## config.mk

```make
export PLATFORM = sky130hd
export DESIGN_NAME = mx2_rr_arbiter
export DESIGN_NICKNAME = d
export VERILOG_FILES = /design/src/rtl/mx2_rr_arbiter_pkg.sv /design/src/rtl/_mx2.sv /design/src/rtl/mx2_bus.sv /design/src/rtl/mx2_rr_arbiter.sv
export SDC_FILE = /design/constraint.sdc
export NUM_CORES = 1
export LEC_CHECK = 0
export ABC_AREA = 0
export CORE_MARGIN = 3
export CORE_UTILIZATION = 41
export CTS_CLUSTER_SIZE = 14
export DETAILED_ROUTE_END_ITERATION = 10
export GPL_TIMING_DRIVEN = 0
export PLACE_DENSITY = 0.82
export SYNTH_ARGS = -nofsm -noshare
export SYNTH_HDL_FRONTEND = slang
export SYNTH_SLANG_ARGS = --single-unit
```

## constraint.sdc

```tcl
create_clock -name clk -period 2.55 [get_ports clk]
set_clock_uncertainty 0.05 [all_clocks]
set_input_delay 0.765 -clock clk [delete_from_list [all_inputs] [get_ports clk]]
set_output_delay 0.765 -clock clk [all_outputs]
set_load 0.05 [all_outputs]
```

## src/rtl/mx2_rr_arbiter_pkg.sv

```systemverilog
`default_nettype none
// +----------------------------------------------------------------------+
// | mx2_rr_arbiter_pkg                                                   |
// | Shared state encodings and default parameters for mx2_rr_arbiter.    |
// | Revision: 1.0                                                        |
// +----------------------------------------------------------------------+
package mx2_rr_arbiter_pkg;

    typedef enum logic [1:0] {
        IDLE = 2'b00,
        G0   = 2'b01,
        G1   = 2'b10
    } arb_state_t;

    localparam int c_DEFAULT_WIDTH    = 8;
    localparam int c_DEFAULT_MAX_HOLD = 4;

endpackage
`default_nettype wire

```

## src/rtl/_mx2.sv

```systemverilog
`default_nettype none
// +----------------------------------------------------------------------+
// | _mx2                                                                 |
// | Single-bit 2:1 multiplexer cell (s=0 selects d0).                    |
// | Revision: 1.0                                                        |
// +----------------------------------------------------------------------+
module _mx2 (
    input  logic d0,
    input  logic d1,
    input  logic s,
    output logic y
);

    assign y = s ? d1 : d0;

endmodule
`default_nettype wire

```

## src/rtl/mx2_bus.sv

```systemverilog
`default_nettype none
// +----------------------------------------------------------------------+
// | mx2_bus                                                              |
// | WIDTH-wide 2:1 multiplexer built from one _mx2 cell per bit.         |
// | Revision: 1.0                                                        |
// +----------------------------------------------------------------------+
module mx2_bus #(
    parameter int WIDTH = 8
) (
    input  logic [WIDTH-1:0] d0,
    input  logic [WIDTH-1:0] d1,
    input  logic             s,
    output logic [WIDTH-1:0] y
);

    generate
        for (genvar i = 0; i < WIDTH; i++) begin : g_bit
            _mx2 u_mx2 (
                .d0 (d0[i]),
                .d1 (d1[i]),
                .s  (s),
                .y  (y[i])
            );
        end
    endgenerate

endmodule
`default_nettype wire

```

## src/rtl/mx2_rr_arbiter.sv

```systemverilog
`default_nettype none
// +----------------------------------------------------------------------+
// | mx2_rr_arbiter                                                       |
// | Two-requester round-robin arbiter with hold cap driving a 2:1 mux.   |
// | Revision: 1.0                                                        |
// +----------------------------------------------------------------------+
module mx2_rr_arbiter
    import mx2_rr_arbiter_pkg::*;
#(
    parameter int WIDTH    = c_DEFAULT_WIDTH,
    parameter int MAX_HOLD = c_DEFAULT_MAX_HOLD
) (
    input  logic             clk,
    input  logic             reset,
    input  logic             req0,
    input  logic             req1,
    input  logic [WIDTH-1:0] d0,
    input  logic [WIDTH-1:0] d1,
    output logic             gnt0,
    output logic             gnt1,
    output logic             sel,
    output logic [WIDTH-1:0] y,
    output logic             y_valid
);

    localparam int CNT_W = $clog2(MAX_HOLD) + 1;
    localparam logic [CNT_W-1:0] c_HOLD_LAST = CNT_W'(MAX_HOLD - 1);

    arb_state_t       r_state;
    arb_state_t       w_state_nxt;
    logic             r_sel;
    logic             r_last;
    logic [CNT_W-1:0] r_hold_cnt;
    logic             w_hold_expired;
    logic             w_other_waiting;

    assign w_hold_expired  = (r_hold_cnt == c_HOLD_LAST);
    assign w_other_waiting = ((r_state == G0) && req1) || ((r_state == G1) && req0);

    // A dropped request always wins over preemption; both lead to the same target.
    always_comb begin
        w_state_nxt = r_state;
        case (r_state)
            IDLE: begin
                if (req0 && req1)  w_state_nxt = r_last ? G0 : G1;
                else if (req0)     w_state_nxt = G0;
                else if (req1)     w_state_nxt = G1;
            end
            G0: begin
                if (!req0)                          w_state_nxt = req1 ? G1 : IDLE;
                else if (req1 && w_hold_expired)    w_state_nxt = G1;
            end
            G1: begin
                if (!req1)                          w_state_nxt = req0 ? G0 : IDLE;
                else if (req0 && w_hold_expired)    w_state_nxt = G0;
            end
            default: w_state_nxt = IDLE;
        endcase
    end

    always_ff @(posedge clk or posedge reset) begin
        if (reset) begin
            r_state    <= IDLE;
            r_sel      <= 1'b0;
            r_last     <= 1'b1;
            r_hold_cnt <= '0;
        end else begin
            r_state <= w_state_nxt;
            if (w_state_nxt != r_state) begin
                r_hold_cnt <= '0;
            end else if (w_other_waiting && !w_hold_expired) begin
                r_hold_cnt <= r_hold_cnt + 1'b1;
            end
            // sel and last follow the granted side; IDLE leaves both untouched.
            if (w_state_nxt == G0) begin
                r_sel  <= 1'b0;
                r_last <= 1'b0;
            end else if (w_state_nxt == G1) begin
                r_sel  <= 1'b1;
                r_last <= 1'b1;
            end
        end
    end

    assign gnt0    = (r_state == G0);
    assign gnt1    = (r_state == G1);
    assign sel     = r_sel;
    assign y_valid = gnt0 | gnt1;

    mx2_bus #(
        .WIDTH (WIDTH)
    ) u_bus (
        .d0 (d0),
        .d1 (d1),
        .s  (r_sel),
        .y  (y)
    );

endmodule
`default_nettype wire

```

Word level (Yosys, flattened, before mapping)
Index checks and enable logic that the tools add are counted.
{ "op_classes": {"reduce_logical": 11, "bitwise": 1, "n_eq_ne": 6, "add_sub_neg": 1, "mux": 23} }
{ "ops": {"columns": ["op", "n"], "rows": [
  ["2-bit 2-to-1 mux", 9],
  ["1-bit 2-to-1 mux", 11],
  ["1-bit logical AND", 6],
  ["3-bit 2-to-1 mux", 2],
  ["2-bit one-hot mux with 3 select lines", 1],
  ["2-bit by 1-bit equality test with 1-bit output (second input constant)", 2],
  ["2-bit equality test (second input constant)", 2],
  ["2-bit nonzero test", 2],
  ["3-bit by 1-bit adder with 3-bit output (second input constant)", 1],
  ["3-bit by 2-bit equality test with 1-bit output (second input constant)", 1],
  ["2-bit zero test", 1],
  ["2-bit != test", 1],
  ["1-bit zero test", 1],
  ["1-bit logical OR", 1],
  ["1-bit bitwise OR", 1]
]} }
{ "totals": {"regBits": 7, "word_cells": 46, "in_bits": 20} }

Logic depth before layout (Yosys ltp)
Gate-level depths: netlist (run 1).
{ "logic_depth": {"word_depth": 8, "mapped_depth": 10} }

By module
From an unflattened synthesis (run 1), not the netlist that was laid out.
{ "unflattened": {"hier_cells": 68, "area_unflattened_um2": 669.4} }
{ "by_module_without_submodules": {"columns": ["module", "instances", "cells_each", "area_each_um2"], "rows": [
  ["mx2_rr_arbiter", 1, 60, 549.3],
  ["_mx2", 8, 1, 15.0]
]} }

Least setup slack after synthesis (run 1)
OpenSTA, ideal clock, no wires.
{ "synth_timing": {"path_kind": "register to output", "startpoint": "reg r_sel, in the netlist sel", "endpoint": "out y[0]", "t_required_ps": 1735, "n_path_buf": 2, "path_stages_with_launch": 4, "path_slack_ps": 231, "t_arrival_ps": 1504, "cell_sequence": "dfrtp_1 > clkbuf_1 > mux2_2 > buf_4"} }
{ "synth_via": {"elab_chain_cells": 1} }
{ "synth_lines": {"columns": ["item", "line", "rtl"], "rows": [
  ["start: declaration", "mx2_rr_arbiter.sv:31", "logic r_sel;"],
  ["start signal: assignment", "mx2_rr_arbiter.sv:64", "r_sel <= 1'b0;"],
  ["start signal: assignment", "mx2_rr_arbiter.sv:76", "r_sel <= 1'b0;"],
  ["start signal: assignment", "mx2_rr_arbiter.sv:79", "r_sel <= 1'b1;"],
  ["1-bit 2-to-1 mux", "_mx2.sv:14", "assign y = s ? d1 : d0;"],
  ["end: declaration", "mx2_rr_arbiter.sv:22", "output logic [WIDTH-1:0] y,"]
]} }
Every way passes these cells.

Final worst setup path (run 1)
{ "layout_timing": {"startpoint": "in d1[6]", "endpoint": "out y[6]"} }
{ "layout_via": {"elab_chain_cells": 1} }
{ "layout_lines": {"columns": ["item", "line", "rtl"], "rows": [
  ["start: declaration", "mx2_rr_arbiter.sv:18", "input logic [WIDTH-1:0] d1,"],
  ["1-bit 2-to-1 mux", "_mx2.sv:14", null]
]} }
Every way passes these cells.

==> flow_metrics.py, run 1 <==
metrics = {
    "run_status": {
        "status": "finished, final reports clean",
    },
    "setup_path": {
        "r2r-end": "r_hold_cnt[2]$_DFFE_PP0P_",
        "rrSetupSlack_ps": 300,
        "critPathLaunchType": "input pin",
        "crit_fanout": 1,
        "worstSetupEndpointType": "primary output",
        "crit_slowest_cell": "clkdlybuf4s50_1",
        "worst-endpoint-arrival_ps": 1730,
        "r2r_cells": 6,
        "required_ps": 1740,
        "cp-endpoint": "y[6]",
        "cp-startpoint": "d1[6]",
        "r2r-start": "r_state[1]$_DFF_PP0_",
        "crit_type": "in -> out",
        "crit_path_max_incr_delay_ps": 410,
        "path_cells": "clkdlybuf4s50_1 > mux2_2 > buf_4 > buf_6",
    },
    "final_layout": {
        "post-route-util_pct": 67.5,
        "drive_above_1_share_pct": 31.5,
        "n_antenna_cell": 0,
        "area_growth_pct": 48.3,
        "final_net_count": 139,
        "finalInstanceArea_um2": 1060,
        "fin_cells": 127,
        "fillCellCount": 129,
    },
    "floorplan": {
        "dieArea_um2": 2290,
        "die_h_um": 47.9,
        "die-width_um": 47.9,
        "rows": 14,
        "initial_core_util_pct": 45.6,
        "io_pins": 32,
        "core_area_um2": 1580,
    },
    "power": {
        "power_mw": 1.28,
        "irDropWorstVdd_v": 0.000669,
        "power.leakage_nw": 0.477,
        "power.density_nw_per_um2": 1200,
    },
    "logic_synthesis": {
        "synth_cells": 77,
        "synth_area_leaders": "dfrtp_1 21%, mux2_2 13%, ha_1 12%, buf_4 8.4%, a2111oi_4 3.8%",
        "ys_seq_area_share_pct": 24.6,
        "synth_warnings": 0,
        "synth_nets": 104,
        "synth.distinct_cells": 30,
        "synth_common_cells": "8 x buf_4, 8 x mux2_2, 7 x ha_1, 7 x inv_1",
        "ys_ff_latch": 7,
        "synth_top_area_share_pct": 20.9,
        "synth_largest_area_cell": "dfrtp_1",
        "async_flop_share_pct": 100,
        "synthFlopType": "dfrtp_1",
        "syn_area_um2": 718,
        "synth-edff-count": 0,
        "syn_avg_cell_area_um2": 9.33,
    },
    "grt": {
        "grt_max_degree": 10,
        "grtUsageTotal_pct": 14.6,
        "first_global_vias": 620,
        "grt_antenna_before_repair": 0,
        "grt_pass1_wl_um": 2360,
        "grt_overflow": 0,
    },
    "placement": {
        "gp_congestion": 0.737,
        "io_buffers": 30,
        "pre_cts_ws_ps": -516,
        "dpl.hpwl_um": 1310,
        "post-place-cells": 123,
        "place_area_um2": 1040,
    },
    "clocking": {
        "cts_tree": "built",
        "cts_buffers": 3,
        "htree_levels": 1,
        "insertion_delay_ps": 260,
        "clk_pin_slew_ps": 50,
        "clkSinkCount": 7,
        "cts_setup_buffers": 0,
        "clock_path_buffers": 2,
        "ctsHoldBuffers": 0,
        "cts_root_buffer": "clkbuf_4",
    },
    "sta": {
        "finalSetupViolations": 0,
        "worstMarginPinSlew_ps": 509,
        "finalWorstSetupSlack_ps": 2.01,
        "period_minus_slack_ps": 2550,
        "fmax_ghz": 0.392,
        "finalCritPeriodShare_pct": 99.9,
        "finalHoldViolCount": 0,
        "relSlewSlack_pct": 66.1,
        "report.final.slew_viol_count": 0,
    },
    "detailed_routing": {
        "vias": 663,
        "ant_nets": 0,
        "wire_per_inst_um": 13.0,
        "dr.first_iter.drc_count": 6,
        "firstDrtPassIters": 4,
        "drt_wl_total_um": 1650,
        "drc": 0,
        "vias_per_cell": 5.22,
    },
    "hold_path": {
        "hold_path.class": "reg -> reg",
    },
    "flow_run": {
        "cap_violations": 0,
    },
}
-- cell families (layout without fill, tap and decap cells) --
logic type | after synthesis | after routing | share of synthesized area [%]
buffers and inverters | 17 | 51 | 14.1
and+or+nand+nor | 19 | 19 | 12.9
muxes | 11 | 11 | 17.4
DFF | 7 | 7 | 24.6
AOI/OAI and AO/OA | 15 | 15 | 17.6
xor gates and xnor gates | 1 | 1 | 1.22
adders and majority gates | 7 | 7 | 12.2
-- worst max-delay path, delay by kind of cell --
kind                   cells  cell delay (ps)
buffers and inverters      3              690
multiplexers               1              280
-- metal layers --
metal	up-vias	track usage [%]	share of wire, %
met5	-	0	0
met4	0	4.30	1.4
met3	4	6.02	7.0
met2	26	24.8	52
met1	301	16.6	40
li1	332	-	-
-- cell usage in the layout (no fill, tap or decap) --
cell type	count
clkbuf_1	2
ha_1	7
dfstp_2	1
and2_1	1
dfrtp_1	6
buf_4	8
nand3_1	3
xnor2_1	1
nand3b_1	1
mux2i_1	2
nor2_1	2
clkdlybuf4s15_1	1
nand2_2	1
nand2_1	6
mux2_4	1
o31a_1	1
o2bb2ai_2	1
clkdlybuf4s50_1	19
or3_1	1
a32oi_1	1
inv_1	7
o211ai_1	1
a31o_1	1
mux2_2	8
a21boi_0	1
clkbuf_4	3
buf_6	9
nor2b_1	1
a2111oi_4	1
o21ai_0	4
o21bai_1	1
clkbuf_2	2
a21oi_1	3
nor3_1	3
-- flip-flops by register name, indices dropped and copies added, names as in the netlist --
register    flops
r_hold_cnt      3
r_state         2
r_last          1
sel             1
-- cell type report --
type | instances | area [um^2] | share of cell area (%)
plain buffers | 10 | 75.1 | 7.05
clock buffers | 4 | 26.3 | 2.47
inverters | 7 | 26.3 | 2.47
multi-input cells | 53 | 440 | 41.4
flip-flops and latches | 7 | 176 | 16.6
well taps | 16 | 20.0 | 1.88
repair buffers | 30 | 300 | 28.2
-- power breakdown --
part / switching [mW] / internal (mW) / leakage (nW)
registers: 0.0416 / 0.160 / 0.0885
logic: 0.574 / 0.400 / 0.373
clock network: 0.0445 / 0.0599 / 0.0150
-- per-stage QoR --
| stage | TNS (ps) | hold slack [ps] |
|---|---|---|
| 3_3_place_gp | -4040 | 415 |
| 6_report | 0 | 424 |
| 2_1_floorplan | 0 | 398 |
| 5_1_grt | -18.2 | 464 |
| 3_5_place_dp | -4290 | 416 |
| 4_1_cts | 0 | 424 |
-- worst min-delay path by stage --
| stage | start | end | cells past startpoint |
|---|---|---|---|
| 4_1_cts | r_last$_DFFE_PP1P_ | r_last$_DFFE_PP1P_ | 2 |
| 3_3_place_gp | r_last$_DFFE_PP1P_ | r_last$_DFFE_PP1P_ | 2 |
| 3_5_place_dp | r_last$_DFFE_PP1P_ | r_last$_DFFE_PP1P_ | 2 |
| 5_1_grt | r_last$_DFFE_PP1P_ | r_last$_DFFE_PP1P_ | 2 |
| 6_report | r_last$_DFFE_PP1P_ | r_last$_DFFE_PP1P_ | 2 |
| 2_1_floorplan | r_last$_DFFE_PP1P_ | r_last$_DFFE_PP1P_ | 2 |
-- timing repair --
action                     CTS  global route
setup endpoints to repair   11             9
pin swaps                    0             0
gates resized for setup     50            10
gates cloned                 0             0
(Power assumes the default switching activity.)
==> run 2, diff against run 1 <==
Settings changed: CAP_MARGIN set to 5.
==> results of run 2 <==
The final DEF is identical to that of run 1; final timing and power are the same.
